### src/rtl/dram_arbiter.sv
// Round-robin arbiter sharing one single-port data RAM between the CPU (A)
// and loader/debug (B) ports; one RAM access per grant, req/ack handshake.
module dram_arbiter #(
    parameter int ADDR_W = 10,
    parameter int DATA_W = 32
) (
    input  logic              clk,
    input  logic              rst_n,
    input  logic              a_req,
    input  logic              a_we,
    input  logic [ADDR_W-1:0] a_addr,
    input  logic [DATA_W-1:0] a_wdata,
    output logic              a_ack,
    output logic [DATA_W-1:0] a_rdata,
    input  logic              b_req,
    input  logic              b_we,
    input  logic [ADDR_W-1:0] b_addr,
    input  logic [DATA_W-1:0] b_wdata,
    output logic              b_ack,
    output logic [DATA_W-1:0] b_rdata,
    output logic [ADDR_W-1:0] ram_addr,
    output logic [DATA_W-1:0] ram_din,
    output logic              ram_str,
    input  logic [DATA_W-1:0] ram_dout
);
    typedef enum logic [1:0] {IDLE, BUSY, DONE} state_t;

    state_t              state;
    logic                owner;       // 0 = A, 1 = B
    logic                last_owner;
    logic                lat_we;
    logic [ADDR_W-1:0]   lat_addr;
    logic [DATA_W-1:0]   lat_wdata;

    logic                grant_vld;
    logic                grant_b;
    logic                sel_we;
    logic [ADDR_W-1:0]   sel_addr;
    logic [DATA_W-1:0]   sel_wdata;

    // From DONE only the other port may be granted: the owner's req can
    // legally still be high during its ack cycle.
    always_comb begin
        grant_vld = 1'b0;
        grant_b   = 1'b0;
        case (state)
            IDLE: begin
                if (a_req && b_req) begin
                    grant_vld = 1'b1;
                    grant_b   = ~last_owner;
                end else if (a_req || b_req) begin
                    grant_vld = 1'b1;
                    grant_b   = b_req;
                end
            end
            DONE: begin
                if (!owner && b_req) begin
                    grant_vld = 1'b1;
                    grant_b   = 1'b1;
                end else if (owner && a_req) begin
                    grant_vld = 1'b1;
                    grant_b   = 1'b0;
                end
            end
            default: ;
        endcase
        sel_we    = grant_b ? b_we    : a_we;
        sel_addr  = grant_b ? b_addr  : a_addr;
        sel_wdata = grant_b ? b_wdata : a_wdata;
    end

    // The latched copy drives the RAM directly, so address/data hold their
    // last values outside BUSY and the strobe drops with an async reset.
    assign ram_addr = lat_addr;
    assign ram_din  = lat_wdata;
    assign ram_str  = (state == BUSY) && lat_we;

    always_ff @(posedge clk or negedge rst_n) begin
        if (!rst_n) begin
            state      <= IDLE;
            owner      <= 1'b0;
            last_owner <= 1'b1;
            lat_we     <= 1'b0;
            lat_addr   <= '0;
            lat_wdata  <= '0;
            a_ack      <= 1'b0;
            b_ack      <= 1'b0;
            a_rdata    <= '0;
            b_rdata    <= '0;
        end else begin
            a_ack <= 1'b0;
            b_ack <= 1'b0;
            case (state)
                IDLE, DONE: begin
                    if (grant_vld) begin
                        owner     <= grant_b;
                        lat_we    <= sel_we;
                        lat_addr  <= sel_addr;
                        lat_wdata <= sel_wdata;
                        state     <= BUSY;
                    end else begin
                        state <= IDLE;
                    end
                end
                BUSY: begin
                    // Captured for writes too: returns the old word.
                    if (owner) begin
                        b_rdata <= ram_dout;
                        b_ack   <= 1'b1;
                    end else begin
                        a_rdata <= ram_dout;
                        a_ack   <= 1'b1;
                    end
                    last_owner <= owner;
                    state      <= DONE;
                end
                default: state <= IDLE;
            endcase
        end
    end
endmodule

### config.mk
export PLATFORM = sky130hd
export DESIGN_NAME = dram_arbiter
export DESIGN_NICKNAME = d
export VERILOG_FILES = /design/src/rtl/dram_arbiter.sv
export SDC_FILE = /design/constraint.sdc
export NUM_CORES = 1
export LEC_CHECK = 0
export CAP_MARGIN = 0
export CELL_PAD_IN_SITES_DETAIL_PLACEMENT = 0
export CELL_PAD_IN_SITES_GLOBAL_PLACEMENT = 1
export CORE_MARGIN = 2
export CORE_UTILIZATION = 33
export DETAILED_ROUTE_END_ITERATION = 12
export GPL_TIMING_DRIVEN = 0
export PLACE_DENSITY = 0.95
export SETUP_SLACK_MARGIN = 0.3
export SYNTH_ARGS = -nofsm -noshare
export SYNTH_HDL_FRONTEND = slang
export SYNTH_SLANG_ARGS = --single-unit
### constraint.sdc
create_clock -name clk -period 2.4 [get_ports clk]
set_input_delay 0.24 -clock clk [delete_from_list [all_inputs] [get_ports clk]]
set_output_delay 0.24 -clock clk [all_outputs]
set_load 0.1 [all_outputs]
Word-level counts from Yosys, hierarchy flattened
Index checks and enable logic that the tools add are counted.
- eq/ne operators: 2
- reductions and logical operators: 11
- mux-type cells: 18
- bitwise logic cells: 2
- operator list (kind ; number):
    $mux W32 ; 1
    $mux W1 ; 13
    $mux W10 ; 1
    $reduce_and A2 Y1 ; 3
    $logic_and A1 B1 Y1 ; 4
    $pmux W1 S2 ; 2
    $pmux W2 S2 ; 1
    $eq A2 B1 Y1 const B ; 1
    $eq A2 B2 Y1 const B ; 1
    $logic_not A2 Y1 ; 1
    $not A1 Y1 ; 2
    $reduce_or A2 Y1 ; 1
    $logic_not A1 Y1 ; 1
    $logic_or A1 B1 Y1 ; 1
- logic and storage cells: 43
- register bits after elaboration: 113
- bits of input ports: 122

Logic depth before layout (Yosys ltp)
- depth in word-level cells: 6
- mapped depth: 7
- gate-level depth less buffers: 4

Worst setup path after synthesis
No wires, ideal clock.
- path type: register to output
- from: reg state[1]
- to: out ram_str
- path slack: 0.805 ns
- stages on the path, launching flop included: 3
- buffers on the path: 0
- arrival time: 1.355 ns
- data required time: 2.160 ns
- path through: dfrtp_1 > nor2_1 > and2_1
- longest elaborated chain between the ends: 2
- RTL lines (what ; line ; source):
    start, declared ; 28 ; state_t state;
    start signal, assigned ; 80 ; state <= IDLE;
    start signal, assigned ; 100 ; state <= BUSY;
    start signal, assigned ; 102 ; state <= IDLE;
    $eq A2 B1 Y1 ; 76 ; assign ram_str = (state == BUSY) && lat_we;
    $logic_and A1 B1 Y1 ; 76 ;
    end, declared ; 23 ; output logic ram_str,
No other way between the ends.

Worst setup path after layout
- from: reg lat_wdata[26] (netlist: ram_din[26])
- to: out ram_din[26]
- RTL lines (what ; line ; source):
    start, declared ; 33 ; logic [DATA_W-1:0] lat_wdata;
    start signal, assigned ; 99 ; lat_wdata <= sel_wdata;
    end, declared ; 22 ; output logic [DATA_W-1:0] ram_din,
No word-level cell between the ends.

==> run metrics <==
first-pass GRT wire length 19900 um; total wire length 12950 um; register area share after synthesis 61.91%; Crit Path Max Fanout 2; leading cell type in the layout, fill and taps excluded clkdlybuf4s50_1; largest area contributor in the netlist dfrtp_1; GRT met3 Usage 9.270%; die width 121.7 um; hpwl dp 9974 um; Setup violations, final 0; antenna violations before repair 0; Die ar. 0.01480 mm^2; Die Y-Extent 121.7 um; total grt overflow 0; placer congestion estimate 0.7224; DR pass1 iterations 4; Max Cap Viol 0; Bufs on Longest Clock Path 2; CTS root buffer clkbuf_16; Slew HR 31.91%; main combinational cell family by area after synthesis multiplexers; WP buf/inv 1; Core Region 0.01340 mm^2; routed len/inst 16.54 um; synthesized area 0.004569 mm^2; crit path capture ram_din[26]; most used routing layer in global routing met2; R2R Path End a_rdata[26]; Worst path depth 1; Mapped Cells 343; area fraction of the dominant cell type after synthesis 61.34%; cell chain of the critical path dlygate4sd2_1; adder-cell share of the synthesized area 0%; placed inst area 0.007117 mm^2; Synth cell types 16; FF-to-FF path depth 4; htree depth 4; R2R setup slack 0.51 ns; post-route cell area 0.007541 mm^2; CP required 2.16 ns; nets@finish 716; share of layout cells above drive strength 1 20.10%; final hold viol count 0; global-route usage over all layers 17.68%; Vias 3653; Setup Skew 0.005686 ns; Final ANT Viol Nets 0; fmax 0.5232 GHz; Hold Crit Class primary input to async pin; Synth area leaders dfrtp_1 61%, mux2_2 16%, mux2i_1 9.6%; setup ws final 0.4886 ns; outcome finished clean; met2 Usage GRT 31.46%; crit path launch type flop; Mean Syn Cell Area 13.32 um^2; clock latency at the later pin of the worst-skew pair 0.40 ns; DRC violations left 0; CTS tree done; largest net degree at the start of global routing 59; Area Overhead vs Synth 65.03%; fill count 1145; Synth Area in Compound Gates 5.285%; final slew viol count 0; Post-Synth XOR/XNOR Area 0%; commonest non-fill, non-tap cells in the layout 120 x clkdlybuf4s50_1, 112 x dfrtp_1, 108 x dlygate4sd2_1; fin cells 783; Syn Nets 465; clock buffer count from CTS 17; # clock sinks 113; row count 42; crit path from ram_din[26]; Max stage delay on crit path 0.91 ns; crit path max-delay cell type dlygate4sd2_1; vias per inst 4.665; Crit Path Class flop to output port; Initial DRC Count 110; reg2reg start owner; Crit path max-delay family buffers and inverters; Simple-Gate Fraction of Synth Area 4.463%; Tmin final 1.911 ns; RSZ-0062 raised after global routing no; I/O pin cnt 231; pre-CTS setup slack 0.2198 ns; Hold Slack 0.4516 ns; worst-margin pin slew 1.025 ns; GRT met1 Usage 18.03%; YS warnings 0; Final Cycle Share 79.64%; vias in the first global route 3876; DP Cell Count 750; mux contribution to synthesized area 25.41%; register clock-pin slew on the reported worst setup and hold paths 0.05 ns; Initial Utilization 34.10%; Worst EP arrival 1.67 ns; PortBufs 230; ANT cells 0; Yosys reg bits 113; CP endpoint kind output port
## cells in the mapped netlist
cell type,count
dfrtp_1,112
mux2_2,64
nor2_1,47
mux2i_1,44
a21oi_1,43
buf_2,14
buf_4,5
inv_1,3
nand2_1,3
clkbuf_4,2
a211oi_2,1
and2_1,1
dfstp_2,1
nor3_2,1
o2111ai_1,1
o21ai_0,1
## worst min path at each step
stage / depth (start not counted) / end / slack, ns
after floorplan: 0 / a_ack / -0.06
after CTS: 2 / a_rdata[12] / 0.46
after global placement: 1 / b_rdata[22] / 0.49
final: 2 / a_rdata[12] / 0.45
after global routing: 2 / b_rdata[18] / 0.47
after detailed placement: 1 / a_rdata[9] / 0.35
## what timing repair did
action,in CTS,in global routing
gates resized for setup,111,2
hold buffers,1,0
pin swaps,0,0
buffers inserted,0,0
endpoints found under the hold margin,56,0
endpoints found under the setup margin,109,1
## cells by family after synthesis
family	Yosys count
AOI/OAI and AO/OA	46
and+or+nand+nor	52
muxes	108
DFF	113
buffers and inverters	24
## area by class of cell
| class | instances | area [um^2] | area share, % |
|---|---|---|---|
| flip-flops and latches | 113 | 2829 | 37.51 |
| inverters | 3 | 11.26 | 0.1493 |
| multi-input cells | 206 | 1607 | 21.30 |
| plain buffers | 21 | 122.6 | 1.626 |
| clock buffers | 23 | 498.0 | 6.604 |
| repair buffers | 232 | 2197 | 29.14 |
| clock inverters | 9 | 56.30 | 0.7466 |
| well taps | 176 | 220.2 | 2.920 |
## state kept, by name, summed over array words and instances, names as in the netlist
signal / cells
a_rdata: 32
b_rdata: 32
ram_din: 32
ram_addr: 10
state: 2
a_ack: 1
b_ack: 1
last_owner: 1
lat_we: 1
owner: 1
## metrics by stage
stage	setup TNS [ns]	util, %
global route	0	56.27
finish	0	56.27
global placement	-343.49	52.92
detailed placement	0	53.11
CTS	0	56.32
floorplan	0	-
## routing by layer
| metal | vias up | share of wire (%) | wire (um) |
|---|---|---|---|
| li1 | 1703 | - | - |
| met1 | 1788 | 36 | 4642 |
| met2 | 150 | 52 | 6697 |
| met3 | 12 | 11 | 1444 |
| met4 | 0 | 1.3 | 169 |
| met5 | - | 0 | 0 |
Power is left out: the tool's default activity adds up to more than one toggle a clock period on the data nets, which glitch-free logic cannot reach.
